### src/rtl/game_flow_ctrl.sv
// Scene sequencer: TITLE -> ROAM -> fade -> BATTLE -> fade -> ROAM ... -> VICTORY/GAMEOVER.
// Owns the elite-battle index, the fade level for the palette mapper and the roam keycode gate.
module game_flow_ctrl #(
  parameter int          NUM_BATTLES     = 5,
  parameter logic [3:0]  FADE_MAX        = 4'd15,
  parameter int          FRAMES_PER_STEP = 2,
  parameter logic [7:0]  ENTER           = 8'h28
) (
  input  logic       Clk,
  input  logic       Reset,
  input  logic       frame_clk,
  input  logic [7:0] keycode,
  input  logic       start_battle,
  input  logic       battle_done,
  input  logic       battle_won,
  output logic [7:0] roam_keycode,
  output logic       is_title,
  output logic       is_roam,
  output logic       is_battle,
  output logic       is_victory,
  output logic       is_gameover,
  output logic [2:0] cur_battle,
  output logic [3:0] fade_level
);

  localparam int               STEP_W      = (FRAMES_PER_STEP > 1) ? $clog2(FRAMES_PER_STEP) : 1;
  localparam logic [STEP_W-1:0] STEP_LAST  = STEP_W'(FRAMES_PER_STEP - 1);
  localparam logic [2:0]       LAST_BATTLE = 3'(NUM_BATTLES - 1);

  typedef enum logic [2:0] {
    S_TITLE,
    S_ROAM,
    S_FADE_OUT,
    S_BATTLE,
    S_FADE_IN,
    S_VICTORY,
    S_GAMEOVER
  } state_t;

  state_t            state, state_d;
  logic [2:0]        cur_battle_d;
  logic [3:0]        fade_level_d;
  logic [STEP_W-1:0] step_cnt, step_cnt_d;

  logic       frame_q, frame_qq, tick;
  logic [7:0] prev_keycode;
  logic       enter_edge;

  assign enter_edge   = (keycode == ENTER) && (prev_keycode != ENTER);
  assign roam_keycode = (state == S_ROAM) ? keycode : 8'h00;

  // Input conditioning: frame_clk is synchronised once, and the edge pulse is itself a flop.
  // NOTE: every sequential block uses non-blocking assignments so all flops sample pre-edge values.
  always_ff @(posedge Clk) begin
    if (Reset) begin
      frame_q      <= 1'b0;
      frame_qq     <= 1'b0;
      tick         <= 1'b0;
      prev_keycode <= 8'h00;
    end else begin
      frame_q      <= frame_clk;
      frame_qq     <= frame_q;
      tick         <= frame_q & ~frame_qq;
      prev_keycode <= keycode;
    end
  end

  always_ff @(posedge Clk) begin
    if (Reset) begin
      state       <= S_TITLE;
      cur_battle  <= 3'd0;
      fade_level  <= 4'd0;
      step_cnt    <= '0;
      is_title    <= 1'b1;
      is_roam     <= 1'b0;
      is_battle   <= 1'b0;
      is_victory  <= 1'b0;
      is_gameover <= 1'b0;
    end else begin
      state       <= state_d;
      cur_battle  <= cur_battle_d;
      fade_level  <= fade_level_d;
      step_cnt    <= step_cnt_d;
      is_title    <= (state_d == S_TITLE);
      is_roam     <= (state_d == S_ROAM) || (state_d == S_FADE_OUT) || (state_d == S_FADE_IN);
      is_battle   <= (state_d == S_BATTLE);
      is_victory  <= (state_d == S_VICTORY);
      is_gameover <= (state_d == S_GAMEOVER);
    end
  end

  // NOTE: every always_comb target is defaulted first so no path can hold a value and infer a latch.
  always_comb begin
    state_d      = state;
    cur_battle_d = cur_battle;
    fade_level_d = fade_level;
    step_cnt_d   = step_cnt;

    unique case (state)
      S_TITLE: begin
        if (enter_edge) begin
          state_d      = S_ROAM;
          cur_battle_d = 3'd0;
          fade_level_d = 4'd0;
          step_cnt_d   = '0;
        end
      end

      S_ROAM: begin
        if (start_battle) begin
          state_d      = S_FADE_OUT;
          fade_level_d = 4'd0;
          step_cnt_d   = '0;
        end
      end

      S_FADE_OUT: begin
        if (tick) begin
          if (step_cnt == STEP_LAST) begin
            step_cnt_d = '0;
            if (fade_level == FADE_MAX) begin
              state_d      = S_BATTLE;
              fade_level_d = 4'd0;
            end else begin
              fade_level_d = fade_level + 4'd1;
            end
          end else begin
            step_cnt_d = step_cnt + 1'b1;
          end
        end
      end

      S_BATTLE: begin
        if (battle_done) begin
          if (!battle_won) begin
            state_d = S_GAMEOVER;
          end else if (cur_battle < LAST_BATTLE) begin
            state_d      = S_FADE_IN;
            cur_battle_d = cur_battle + 3'd1;
            fade_level_d = FADE_MAX;
            step_cnt_d   = '0;
          end else begin
            state_d = S_VICTORY;
          end
        end
      end

      S_FADE_IN: begin
        if (tick) begin
          if (step_cnt == STEP_LAST) begin
            step_cnt_d = '0;
            if (fade_level == 4'd0) begin
              state_d = S_ROAM;
            end else begin
              fade_level_d = fade_level - 4'd1;
            end
          end else begin
            step_cnt_d = step_cnt + 1'b1;
          end
        end
      end

      S_VICTORY, S_GAMEOVER: begin
        if (enter_edge) begin
          state_d      = S_TITLE;
          cur_battle_d = 3'd0;
          fade_level_d = 4'd0;
          step_cnt_d   = '0;
        end
      end

      default: begin
        state_d      = S_TITLE;
        cur_battle_d = 3'd0;
        fade_level_d = 4'd0;
        step_cnt_d   = '0;
      end
    endcase
  end

endmodule

### config.mk
export PLATFORM = sky130hd
export DESIGN_NAME = game_flow_ctrl
export DESIGN_NICKNAME = d
export VERILOG_FILES = /design/src/rtl/game_flow_ctrl.sv
export SDC_FILE = /design/constraint.sdc
export NUM_CORES = 1
export LEC_CHECK = 0
export BUFFER_PORTS_ARGS = -buffer_cell sky130_fd_sc_hd__buf_2
export CORE_ASPECT_RATIO = 1.1
export CORE_MARGIN = 2
export CORE_UTILIZATION = 38
export CTS_BUF_LIST = sky130_fd_sc_hd__clkbuf_8
export CTS_CLUSTER_SIZE = 14
export DETAILED_ROUTE_END_ITERATION = 8
export PLACE_DENSITY = 0.65
export SYNTH_ARGS = -nofsm -noshare
export SYNTH_HDL_FRONTEND = slang
export SYNTH_SLANG_ARGS = --single-unit
### constraint.sdc
create_clock -name Clk -period 2.5 [get_ports Clk]
set_input_delay 0.25 -clock Clk [delete_from_list [all_inputs] [get_ports Clk]]
set_output_delay 0.25 -clock Clk [all_outputs]
set_load 0.01 [all_outputs]
==> impl_metrics.toml <==
[outcome]
status = "completed"

[clock_tree]
cts.sinks = 27
cts_tree = "built"
postCtsSetupBuffers = 0
clk_path_buf_depth = 2
clk_pin_slew_worst_paths_ns = 0.09
cts_root_buf = "clkbuf_8"
htree_levels = 1
ctsHoldBuffers = 0
cts_resized = 0
cts-buffers-inserted = 3
clock_latency_ns = 0.28

[floorplan]
initial_core_util = 0.399
die_x_um = 63.1
die_area_sq_um = 4350
die_y_um = 69.0
std_cell_rows = 23
ios = 34
core-area_sq_um = 3650

[synthesis]
synth.avg_cell_area_sq_um = 9.17
synth-edff-count = 0
synthArstFlopShare = 0
synth_seq_cells = 27
yosysSeqAreaShare = 0.371
ys_top_cells_by_area = "dfxtp_1 (37%), nor2b_1 (4.7%), nor2_1 (3.6%)"
synth_common_cells = "dfxtp_1 (27), nor2_1 (14), nor2b_1 (11)"
synth_cell_types = 56
yosysMostFrequentCell = "dfxtp_1"
syn_area_sq_um = 1460
syn-num-nets = 176
yosysTopAreaCellShare = 0.371
ys.flop_type = "dfxtp_1"
yosysTopAreaCell = "dfxtp_1"
ys_warn_count = 0
syn_inst = 159

[routing]
ant_nets = 0
avgViaCountPerCell = 5.18
vias = 1265
wl_um = 3060
firstDrtPassIters = 4
drt_iter0_drc = 76
drc = 0
wl_per_cell_um = 12.6

[sta]
hold_ws_ns = 0.177
fmax_mhz = 461
worst_pin_slew_ns = 0.456
setup_viol = 0
fin_worst_skew_ns = 0.00325
grt_setup_unrepaired = "false"
maxSlewHeadroom = 0.694
finalHoldViolations = 0
period_minus_slack_ns = 2.17
fin_tns_setup_ns = 0
fin_crit_sh = 0.867
slew_viol_final = 0

[grt]
grt_use_total = 0.153
overflow = 0
grt_pass1_vias = 1185
grt_max_degree = 25
grt_first_pass_wirelength_um = 5230
antenna_found_initial = 0

[pwr]
p_int_mw = 0.621
swShare = 0.265
power.density_nw_per_um2 = 493
total_power_mw = 0.844
p_sw_mw = 0.223
leakagePower_nw = 0.740
ir_drop_v = 0.000229
p_clk_frac = 0.301
combPwrFrac = 0.148
p_seq_frac = 0.551

[finish]
antenna_cells = 0
layout-drive-gt1-share = 0.299
fin_nets = 212
final_cells = 244
area_delta_synth_final_pct = 17.4

[place]
dp_cells = 240
dp_hpwl_um = 2340
gp_congestion = 0.845
port_buffers = 33

[worst_setup_path]
slowest_stage = "or4b_1"
timing.rr.start = "fade_level[1]$_SDFFE_PP0P_"
cpPeakStageDelay_ns = 0.45
path_cells = "inv_1, ha_1, or4b_1, o211ai_1, a21oi_1, nor3_2, a21oi_1, a211oi_2"
worstPathArrival_ns = 2.37
worstSetupStartpoint = "fade_level[1]$_SDFFE_PP0P_"
startpoint_type = "flip-flop"
cp-end-kind = "flip-flop"
worstPathMaxFanout = 8
worstPathRequired_ns = 2.71
cp_top_family = "simple AND/OR/NAND/NOR gates"
crit_path_frequent_cell = "a21oi_1"
worst-path-buf-inv = 1
crit_type = "flip-flop to flip-flop"

[job]
cap_viol_max_count = 0

[worst_hold_path]
hold_start = "frame_clk"
min_path_type = "input port to flip-flop"
-- path summary, 6_finish.rpt --
| check | to | slack (ns) | cells past startpoint |
|---|---|---|---|
| worst min register to register | tick$_SDFF_PP0_ | 0.39 | 1 |
| worst min-delay path | frame_q$_SDFF_PP0_ | 0.18 | 2 |
| worst max register to register | is_roam$_SDFF_PP0_ | 0.33 | 8 |
| worst max-delay path | is_roam$_SDFF_PP0_ | 0.33 | 8 |
-- metrics by stage --
step                      cell area (sq um)   util  setup WS, ns
after global routing                   1710  0.468         0.126
after detailed placement               1660  0.455         0.377
after floorplan                        1460      -         0.558
after CTS                              1710  0.468         0.349
final                                  1710  0.468         0.333
after global placement                 1660  0.455         0.433
-- flip-flops by register name, indices dropped and copies added, names as in the netlist --
| signal | flops |
|---|---|
| cur_battle | 3 |
| fade_level | 4 |
| frame_q | 1 |
| frame_qq | 1 |
| is_battle | 1 |
| is_gameover | 1 |
| is_roam | 1 |
| is_title | 1 |
| is_victory | 1 |
| prev_keycode | 8 |
| state | 3 |
| step_cnt | 1 |
| tick | 1 |
-- power by group through the flow --
| stage | clock network [mW] | logic, mW | registers (mW) |
|---|---|---|---|
| 4_1_cts | 0.265 | 0.125 | 0.466 |
| 3_5_place_dp | 0 | 0.125 | 0.476 |
| 2_1_floorplan | 0 | 0.0896 | 0.472 |
| 6_report | 0.254 | 0.125 | 0.465 |
| 3_3_place_gp | 0 | 0.125 | 0.475 |
| 5_1_grt | 0.277 | 0.141 | 0.468 |
-- layout make-up --
cell class,count,area (sq um)
Clock buffer,3,41.3
Clock inverter,1,7.51
Fill cell,378,1940
Inverter,8,30.0
Multi-Input combinational cell,116,820
Sequential cell,27,541
Tap cell,50,62.6
Timing Repair Buffer,39,210
-- logic make-up after synthesis --
family / Yosys count / synth area share
adders and majority gates: 3 / 0.0258
muxes: 3 / 0.0206
xor gates and xnor gates: 2 / 0.0120
DFF: 27 / 0.371
and+or+nand+nor: 63 / 0.260
AOI/OAI and AO/OA: 45 / 0.244
buffers and inverters: 16 / 0.0670
-- routing by layer --
layer  vias up  wire length [um]  GRT usage  share of wire
met5         -                 0          0              0
met4         0                46     0.0667          0.015
met3         5               139     0.0308          0.045
met2        35              1460      0.278           0.48
met1       572              1420      0.177           0.46
li1        653                 -          -              -
-- layout by cell type (no fill, tap or decap), drive strengths merged, types with 4 or more instances in the layout --
cell type and instances:
nor3 5, a21oi 10, inv 7, nand2 5, nor2 14, and2 8
dfxtp 27, o21ai 6, a211oi 4, nor2b 11, buf 39
No activity file was read; power rests on OpenSTA's default activity.
